File: config.mk
export PLATFORM = sky130hd
export DESIGN_NAME = ag_6502
export DESIGN_NICKNAME = d
export VERILOG_FILES = /design/src/rtl/ag_6502.sv
export SDC_FILE = /design/constraint.sdc
export NUM_CORES = 1
export LEC_CHECK = 0
export BUFFER_PORTS_ARGS = -buffer_cell sky130_fd_sc_hd__buf_2
export CAP_MARGIN = 15
export CORE_UTILIZATION = 23
export DETAILED_ROUTE_END_ITERATION = 12
export MAX_ROUTING_LAYER = met4
export PLACE_DENSITY = 0.34
export REMOVE_ABC_BUFFERS = 1
export SYNTH_ARGS = -nofsm -noshare
export SYNTH_HDL_FRONTEND = slang
export SYNTH_SLANG_ARGS = --single-unit
export TNS_END_PERCENT = 50
File: constraint.sdc
create_clock -name CLK -period 3.35 [get_ports CLK]
set_input_delay 0.335 -clock CLK [delete_from_list [all_inputs] [get_ports CLK]]
set_output_delay 0.335 -clock CLK [all_outputs]
set_load 0.005 [all_outputs]
File: src/rtl/ag_6502.sv
// rtl/ag_6502.sv - reduced 6502-compatible CPU core
// One bus cycle per CLK; AB/RDWR_/DO/SYNC describe the cycle currently on the bus.
module ag_6502 (
  input  logic        CLK,
  input  logic        RESET,
  output logic        CLK_01,
  output logic        CLK_02,
  output logic [15:0] AB,
  output logic        RDWR_,
  input  logic [7:0]  DI,
  output logic [7:0]  DO,
  input  logic        RDY,
  input  logic        IRQ,
  input  logic        NMI,
  input  logic        SO,
  output logic        SYNC
);

  typedef enum logic [4:0] {
    S_RESET, S_RS1, S_RS2, S_RS3, S_VECL, S_VECH, S_FETCH, S_OP,
    S_ABSH, S_ABSX, S_BR, S_RTI1, S_RTI2, S_RTI3, S_RTI4,
    S_INT0, S_INT1, S_INT2, S_INT3, S_INT4
  } state_t;

  state_t      state;
  logic [7:0]  a, x, y, sp, ir, tmp;
  logic [15:0] pc;
  logic        p_n, p_v, p_d, p_i, p_z, p_c;
  logic        nmi_q, nmi_pend, so_q, int_nmi;

  logic        stall, fin, set_nz, br_take, take_int, ovf;
  logic [15:0] fin_pc, br_target;
  logic [7:0]  res;
  logic [8:0]  sum;

  assign CLK_01    = ~CLK;
  assign CLK_02    = CLK;
  assign stall     = ~RDY & RDWR_;
  assign sum       = {1'b0, a} + {1'b0, DI} + {8'd0, p_c};
  assign ovf       = (a[7] == DI[7]) && (sum[7] != a[7]);
  assign br_take   = (ir == 8'hD0) ? ~p_z : p_z;
  assign br_target = pc + 16'd1 + {{8{DI[7]}}, DI};
  assign take_int  = nmi_pend | (IRQ & ~p_i);

  // fin marks the last cycle of an instruction; fin_pc is where the next one starts
  always_comb begin
    fin    = 1'b0;
    fin_pc = pc;
    res    = DI;
    set_nz = 1'b0;
    case (state)
      S_OP: begin
        fin = 1'b1;
        case (ir)
          8'hA9, 8'hA2, 8'hA0: begin set_nz = 1'b1; fin_pc = pc + 16'd1; end
          8'h69: begin res = sum[7:0]; set_nz = 1'b1; fin_pc = pc + 16'd1; end
          8'hE8: begin res = x + 8'd1; set_nz = 1'b1; end
          8'hCA: begin res = x - 8'd1; set_nz = 1'b1; end
          8'hC8: begin res = y + 8'd1; set_nz = 1'b1; end
          8'h88: begin res = y - 8'd1; set_nz = 1'b1; end
          8'hAA: begin res = a; set_nz = 1'b1; end
          8'h8A: begin res = x; set_nz = 1'b1; end
          8'hAD, 8'h8D, 8'h4C, 8'h40: fin = 1'b0;
          8'hD0, 8'hF0: begin fin = ~br_take; fin_pc = pc + 16'd1; end
          default: ;
        endcase
      end
      S_ABSH: begin fin = (ir == 8'h4C); fin_pc = {DI, tmp}; end
      S_ABSX: begin fin = 1'b1; set_nz = (ir == 8'hAD); end
      S_BR:   fin = 1'b1;
      S_RTI4, S_VECH: begin fin = 1'b1; fin_pc = {DI, tmp}; end
      default: ;
    endcase
  end

  always_ff @(posedge CLK or posedge RESET) begin
    if (RESET) begin
      state <= S_RESET;
      AB <= 16'h0000; RDWR_ <= 1'b1; DO <= 8'h00; SYNC <= 1'b0;
      a <= 8'h00; x <= 8'h00; y <= 8'h00; sp <= 8'h00;
      ir <= 8'hEA; tmp <= 8'h00; pc <= 16'h0000;
      p_n <= 1'b0; p_v <= 1'b0; p_d <= 1'b0; p_i <= 1'b1; p_z <= 1'b0; p_c <= 1'b0;
      nmi_q <= 1'b0; nmi_pend <= 1'b0; so_q <= 1'b1; int_nmi <= 1'b0;
    end else begin
      nmi_q <= NMI;
      so_q  <= SO;
      if (!stall) begin
        case (state)
          S_RESET, S_RS1, S_RS2: begin
            AB <= {8'h01, sp};
            sp <= sp - 8'd1;
            state <= (state == S_RESET) ? S_RS1 : (state == S_RS1) ? S_RS2 : S_RS3;
          end
          S_RS3: begin AB <= 16'hFFFC; state <= S_VECL; end
          S_VECL: begin tmp <= DI; AB <= {AB[15:1], 1'b1}; state <= S_VECH; end
          S_FETCH: begin ir <= DI; SYNC <= 1'b0; AB <= pc; state <= S_OP; end
          S_OP: begin
            case (ir)
              8'hA9, 8'h69, 8'h8A: a <= res;
              8'hA2, 8'hE8, 8'hCA, 8'hAA: x <= res;
              8'hA0, 8'hC8, 8'h88: y <= res;
              8'h18: p_c <= 1'b0;
              8'h38: p_c <= 1'b1;
              8'h58: p_i <= 1'b0;
              8'h78: p_i <= 1'b1;
              8'hB8: p_v <= 1'b0;
              8'hAD, 8'h8D, 8'h4C: begin
                tmp <= DI; pc <= pc + 16'd1; AB <= pc + 16'd1; state <= S_ABSH;
              end
              8'hD0, 8'hF0: if (br_take) begin
                pc <= br_target; AB <= pc + 16'd1; state <= S_BR;
              end
              8'h40: begin AB <= {8'h01, sp}; state <= S_RTI1; end
              default: ;
            endcase
            if (ir == 8'h69) begin p_c <= sum[8]; p_v <= ovf; end
          end
          S_ABSH: begin
            pc <= pc + 16'd1;
            AB <= {DI, tmp};
            state <= S_ABSX;
            if (ir == 8'h8D) begin RDWR_ <= 1'b0; DO <= a; end
          end
          S_ABSX: if (ir == 8'hAD) a <= res;
          S_RTI1, S_RTI2, S_RTI3: begin
            sp <= sp + 8'd1;
            AB <= {8'h01, sp + 8'd1};
            if (state == S_RTI2) {p_n, p_v, p_d, p_i, p_z, p_c} <= {DI[7:6], DI[3:0]};
            if (state == S_RTI3) tmp <= DI;
            state <= (state == S_RTI1) ? S_RTI2 : (state == S_RTI2) ? S_RTI3 : S_RTI4;
          end
          S_INT0: begin AB <= pc; state <= S_INT1; end
          S_INT1, S_INT2, S_INT3: begin
            AB <= {8'h01, sp};
            sp <= sp - 8'd1;
            RDWR_ <= 1'b0;
            DO <= (state == S_INT1) ? pc[15:8] : (state == S_INT2) ? pc[7:0] :
                  {p_n, p_v, 1'b1, 1'b0, p_d, p_i, p_z, p_c};
            state <= (state == S_INT1) ? S_INT2 : (state == S_INT2) ? S_INT3 : S_INT4;
          end
          S_INT4: begin
            RDWR_ <= 1'b1;
            AB <= int_nmi ? 16'hFFFA : 16'hFFFE;
            p_i <= 1'b1;
            state <= S_VECL;
          end
          default: ;
        endcase
        if (set_nz) begin p_n <= res[7]; p_z <= (res == 8'h00); end
        // instruction boundary: start either the next fetch or an interrupt sequence
        if (fin) begin
          RDWR_ <= 1'b1;
          AB <= fin_pc;
          if (take_int) begin
            pc <= fin_pc; SYNC <= 1'b0; int_nmi <= nmi_pend;
            nmi_pend <= 1'b0; state <= S_INT0;
          end else begin
            pc <= fin_pc + 16'd1; SYNC <= 1'b1; state <= S_FETCH;
          end
        end
      end
      if (NMI && !nmi_q) nmi_pend <= 1'b1;
      if (so_q && !SO) p_v <= 1'b1;
    end
  end

endmodule

# [After elaboration in Yosys (flattened, before gate mapping)]
# Cells that the tools add are included.
# Widths: inputs -> output; s select.
[totals] register_bits=105 input_bits=14 out_inout_bits=28 word_cells=232
[op_classes] add_sub_neg=11 n_eq_ne=59 n_mux=70 bitwise_logic=9 n_reduce_logical=60
[ops] op="$pmux 16 s8" count=1
[ops] op="$eq 8x8->1 const B" count=14
[ops] op="$mux 16" count=6
[ops] op="$pmux 16 s2" count=3
[ops] op="$mux 8" count=8
[ops] op="$pmux 8 s7" count=1
[ops] op="$pmux 16 s3" count=1
[ops] op="$pmux 8 s2" count=3
[ops] op="$pmux 5 s9" count=1
[ops] op="$eq 5x4->1 const B" count=8
[ops] op="$eq 8x7->1 const B" count=5
[ops] op="$add 16x1->16 const B" count=2
[ops] op="$reduce_and 4->1" count=8
[ops] op="$mux 1" count=27
[ops] op="$add 8x1->8 const B" count=3
[ops] op="$pmux 8 s3" count=1
[ops] op="$reduce_and 3->1" count=8
[ops] op="$sub 8x1->8 const B" count=3
[ops] op="$reduce_or 3->1" count=7
[ops] op="$eq 5x3->1 const B" count=4
[ops] op="$eq 5x5->1 const B" count=4
[ops] op="$reduce_bool 2->1" count=9
[ops] op="$add 16x16->16" count=1
[ops] op="$pmux 5 s3" count=1
[ops] op="40 further kinds" count=80

# [Longest topological paths before layout]
[depth] ltp_word=8 ltp_mapped=17 ltp_nobuf=15

==> run summary <==
Global routing
• 9149 — via count of the first global-routing pass
• 0 — antenna violations before repair
• 20.9% — global routing usage summed across all routing layers
• 60.8 mm — first-pass GRT wire length
• 0 — total global routing overflow
• 45 — maximum number of pins on one net before global-route repair

Detailed routing
• 8 — iteration count of the initial detailed-routing pass
• 5.18 — Vias per Instance
• 0 — number of nets with antenna violations after routing
• 9434 — vias
• 848 — count of routing violations after the opening detailed-route iteration
• 40.7 mm — final wirelength
• 22.4 um — Avg WL per Cell
• 0 — DRC violation count after routing

Synthesis
• 0 — number of warnings printed during yosys synthesis
• 100% — Post-synth ARST share
• 1107 — Synth Instances
• 29.2% — sequential element share of the synthesized area
• 8.16 um2 — synthesized area per cell
• 9030 um2 — Netlist Area Pre-Place
• 0 — number of enable-type register cells in the synthesized netlist
• dfrtp_1 — Primary FF master, synth
• 88 — number of library cell types mapped by synthesis
• 105 — post-synthesis register bit count

Timing
• 101% — Final period util
• 3390 ps — post-route minimum period
• 986 ps — slew at the pin with the worst max-slew slack
• -38.5 ps — final worst setup slack
• 34.0% — remaining max-slew budget at the tightest pin
• 22.1 ps — Post-Route Skew
• yes — unrepaired setup endpoints after global routing
• 0.295 GHz — upper clock frequency limit
• 0 — Hold Fails Final Rpt
• 1 — final setup violation count
• 400 ps — worst-case hold slack
• 0 — Slew Viols, Final

Setup path
• ir[1]$_DFFE_PP1P_ — start of the worst register-to-register path
• p_z$_DFFE_PP0P_ — timing endpoint of the critical path
• flip-flop — Critical Path Sink Type
• -40 ps — minimum setup slack among reg-to-reg paths
• reg2reg — critical path type
• 10 — reg2reg path depth
• ir[1]$_DFFE_PP1P_ — launching element of the worst setup path
• flip-flop — startpoint type of the worst setup path
• 6 — maximum fanout encountered on the critical timing path
• 3760 ps — Critical Path RT
• 3800 ps — Arr. time, crit path
• p_z$_DFFE_PP0P_ — worst reg2reg path endpoint

Placed design
• 0.906 — gpl congestion
• 41 — number of I/O port buffers
• 31.5 mm — sum of net half-perimeters after detailed placement

Run
• 0 — number of violations of the max-capacitance limit

Power
• 66.7% — share of power burned in combinational logic
• 48.4% — switching portion of total power
• 925 nW/um2 — power density cells
• 0.00567 W — Internal Dissipation
• 0.00532 W — Sw Pwr
• 11.8% — clock network power share
• 0.329 mV — worst ir drop on vdd
• 0.0110 W — Total Power
• 4.95 nW — leakage power summed over all cells
• 21.5% — Seq pwr share

Die
• 200 um — horizontal extent of the die
• 42 — number of primary I/O pins
• 72 — num rows
• 40100 um2 — die footprint
• 200 um — y dimension of the die
• 38700 um2 — area of the core
• 23.3% — initial standard-cell utilization of the core

Clocking
• 90 ps — clk slew on worst S/H paths
• 500 ps — source-to-sink clock delay at the later pin of the worst-skew pair
• done — clock tree from TritonCTS

Status
• finished with violations — run status
• setup timing — violations in the final reports

Cells and area
• 29.6% — share of cells above drive strength 1
• 0 — Diodes inserted
• 4226 — number of inserted filler cells in the final layout
• 31.6% — Synth-to-Final Area Change
• 1345 — final-stage net count

Min path
• in2reg — type of the worst min-delay path
• 3 — worst hold path stage count

[placed cells by master (no fill, tap or decap), types with 12 or more instances in the layout]
cell type,n
ha_1,28
nor3_1,22
a222oi_1,13
dfrtp_1,95
xor2_1,25
a211oi_1,29
mux2_2,38
a21o_1,15
nor2b_1,12
buf_4,194
nand3_1,35
nand4_1,12
buf_2,41
xnor2_1,41
clkbuf_16,12
inv_1,28
a21oi_1,76
nor2_1,100
nand2_1,110
o21ai_0,73
[state kept, by name, indices dropped and copies added, names as in the netlist, 5 cells and up]
| signal | count |
|---|---|
| AB | 16 |
| tmp | 8 |
| sp | 8 |
| state | 5 |
| DO | 8 |
| x | 8 |
| ir | 8 |
| a | 8 |
| pc | 16 |
| y | 8 |
[power groups by stage]
stage	Sequential [W]	Combinational [W]	Clock, W
after floorplan	0.00242	0.00356	0.00000683
after global placement	0.00238	0.00688	0.0000296
after detailed placement	0.00237	0.00685	0.0000296
after CTS	0.00235	0.00692	0.00135
after global routing	0.00243	0.00802	0.00139
final	0.00236	0.00734	0.00130
[worst max-delay path: stages (launching register included)]
cell and delay [ps]:
dfstp_2 560, buf_4 140, and4bb_2 280, nand3_4 110, or4_4 470, nand4_1 120
nand3_1 80, o32a_1 310, or3_1 370, or4_4 530, o41ai_2 320
[per-stage QoR]
step	std cells	TNS [ps]	cell area, um2	setup slack [ps]	util [%]
2_1_floorplan	1035	-10440	8740	-514	-
3_3_place_gp	1777	-278	11000	-78.6	28.5
3_5_place_dp	1777	-408	11000	-107	28.5
4_1_cts	1801	-0.997	11500	-0.997	29.6
5_1_grt	1820	-611	11900	-218	30.7
6_report	1820	-38.5	11900	-38.5	30.7
[kinds of logic after synthesis]
group / share of synthesized area, %
buffers and inverters: 4.51
adders and majority gates: 4.96
xor gates and xnor gates: 6.88
DFF: 29.2
AOI/OAI and AO/OA: 26.1
muxes: 6.09
and+or+nand+nor: 22.3
[repair_timing]
| item | CTS | global route |
|---|---|---|
| endpoints found under the hold margin | 42 | 0 |
| endpoints found under the setup margin | 13 | 23 |
| pin swaps | 3 | 23 |
| resized for setup | 4 | 63 |
| setup buffers | 2 | 19 |
| hold buffers | 3 | 0 |
[how the worst min path moves through the flow]
stage                               start  slack, ps                   end
after floorplan                       CLK        340                CLK_02
after global placement    nmi_q$_DFF_PP0_        410  nmi_pend$_DFFE_PP0P_
after detailed placement              CLK        420                CLK_02
after CTS                             IRQ        350   int_nmi$_DFFE_PP0P_
after global routing                DI[0]        420    tmp[0]$_DFFE_PP0P_
final                               DI[2]        400    tmp[2]$_DFFE_PP0P_
[synth_stat cells, types with 5 or more instances]
cell | n | area share (%)
a2111oi_0 | 9 | 0.87
a211oi_1 | 30 | 2.5
a21o_1 | 15 | 1.2
a21oi_1 | 80 | 4.4
a221oi_1 | 13 | 1.3
a222oi_1 | 13 | 1.4
a22o_1 | 6 | 0.58
a22oi_1 | 6 | 0.50
a31oi_1 | 12 | 0.83
and2_1 | 10 | 0.69
and3_1 | 10 | 0.69
buf_2 | 8 | 0.44
clkbuf_1 | 58 | 2.4
dfrtp_1 | 97 | 27
dfstp_2 | 8 | 2.3
ha_1 | 31 | 4.3
inv_1 | 30 | 1.2
mux2_2 | 40 | 5.0
mux2i_1 | 10 | 1.1
nand2_1 | 111 | 4.6
nand3_1 | 37 | 2.0
nand3b_1 | 8 | 0.66
nand4_1 | 12 | 0.83
nor2_1 | 104 | 4.3
nor2b_1 | 12 | 0.83
nor3_1 | 25 | 1.4
nor3b_1 | 6 | 0.50
nor4_1 | 10 | 0.69
nor4_2 | 5 | 0.69
o211ai_1 | 8 | 0.66
o21ai_0 | 73 | 4.0
o21ai_1 | 14 | 0.78
o21bai_1 | 5 | 0.42
o221ai_1 | 6 | 0.58
o22ai_1 | 8 | 0.55
or3_1 | 7 | 0.48
or4_1 | 6 | 0.50
xnor2_1 | 44 | 4.3
xor2_1 | 27 | 2.6
[area by class of cell]
cell class / count / area (um2) / area share, %
Clock inverter: 7 / 45.0 / 0.379
Sequential cell: 105 / 2640 / 22.2
Multi-Input combinational cell: 899 / 6300 / 53.0
Clock buffer: 15 / 314 / 2.64
Timing Repair Buffer: 246 / 1830 / 15.4
Inverter: 30 / 115 / 0.968
Tap cell: 518 / 648 / 5.45
[metal layers]
layer  GRT usage, %  vias to the layer above  wire length (um)
li1               -                     4510                 -
met1           30.0                     4651             20300
met2           30.3                      240             17500
met3           3.03                       33              2040
met4           5.77                        0               789
met5              -                        -                 0
No activity file was read; power rests on OpenSTA's default activity.
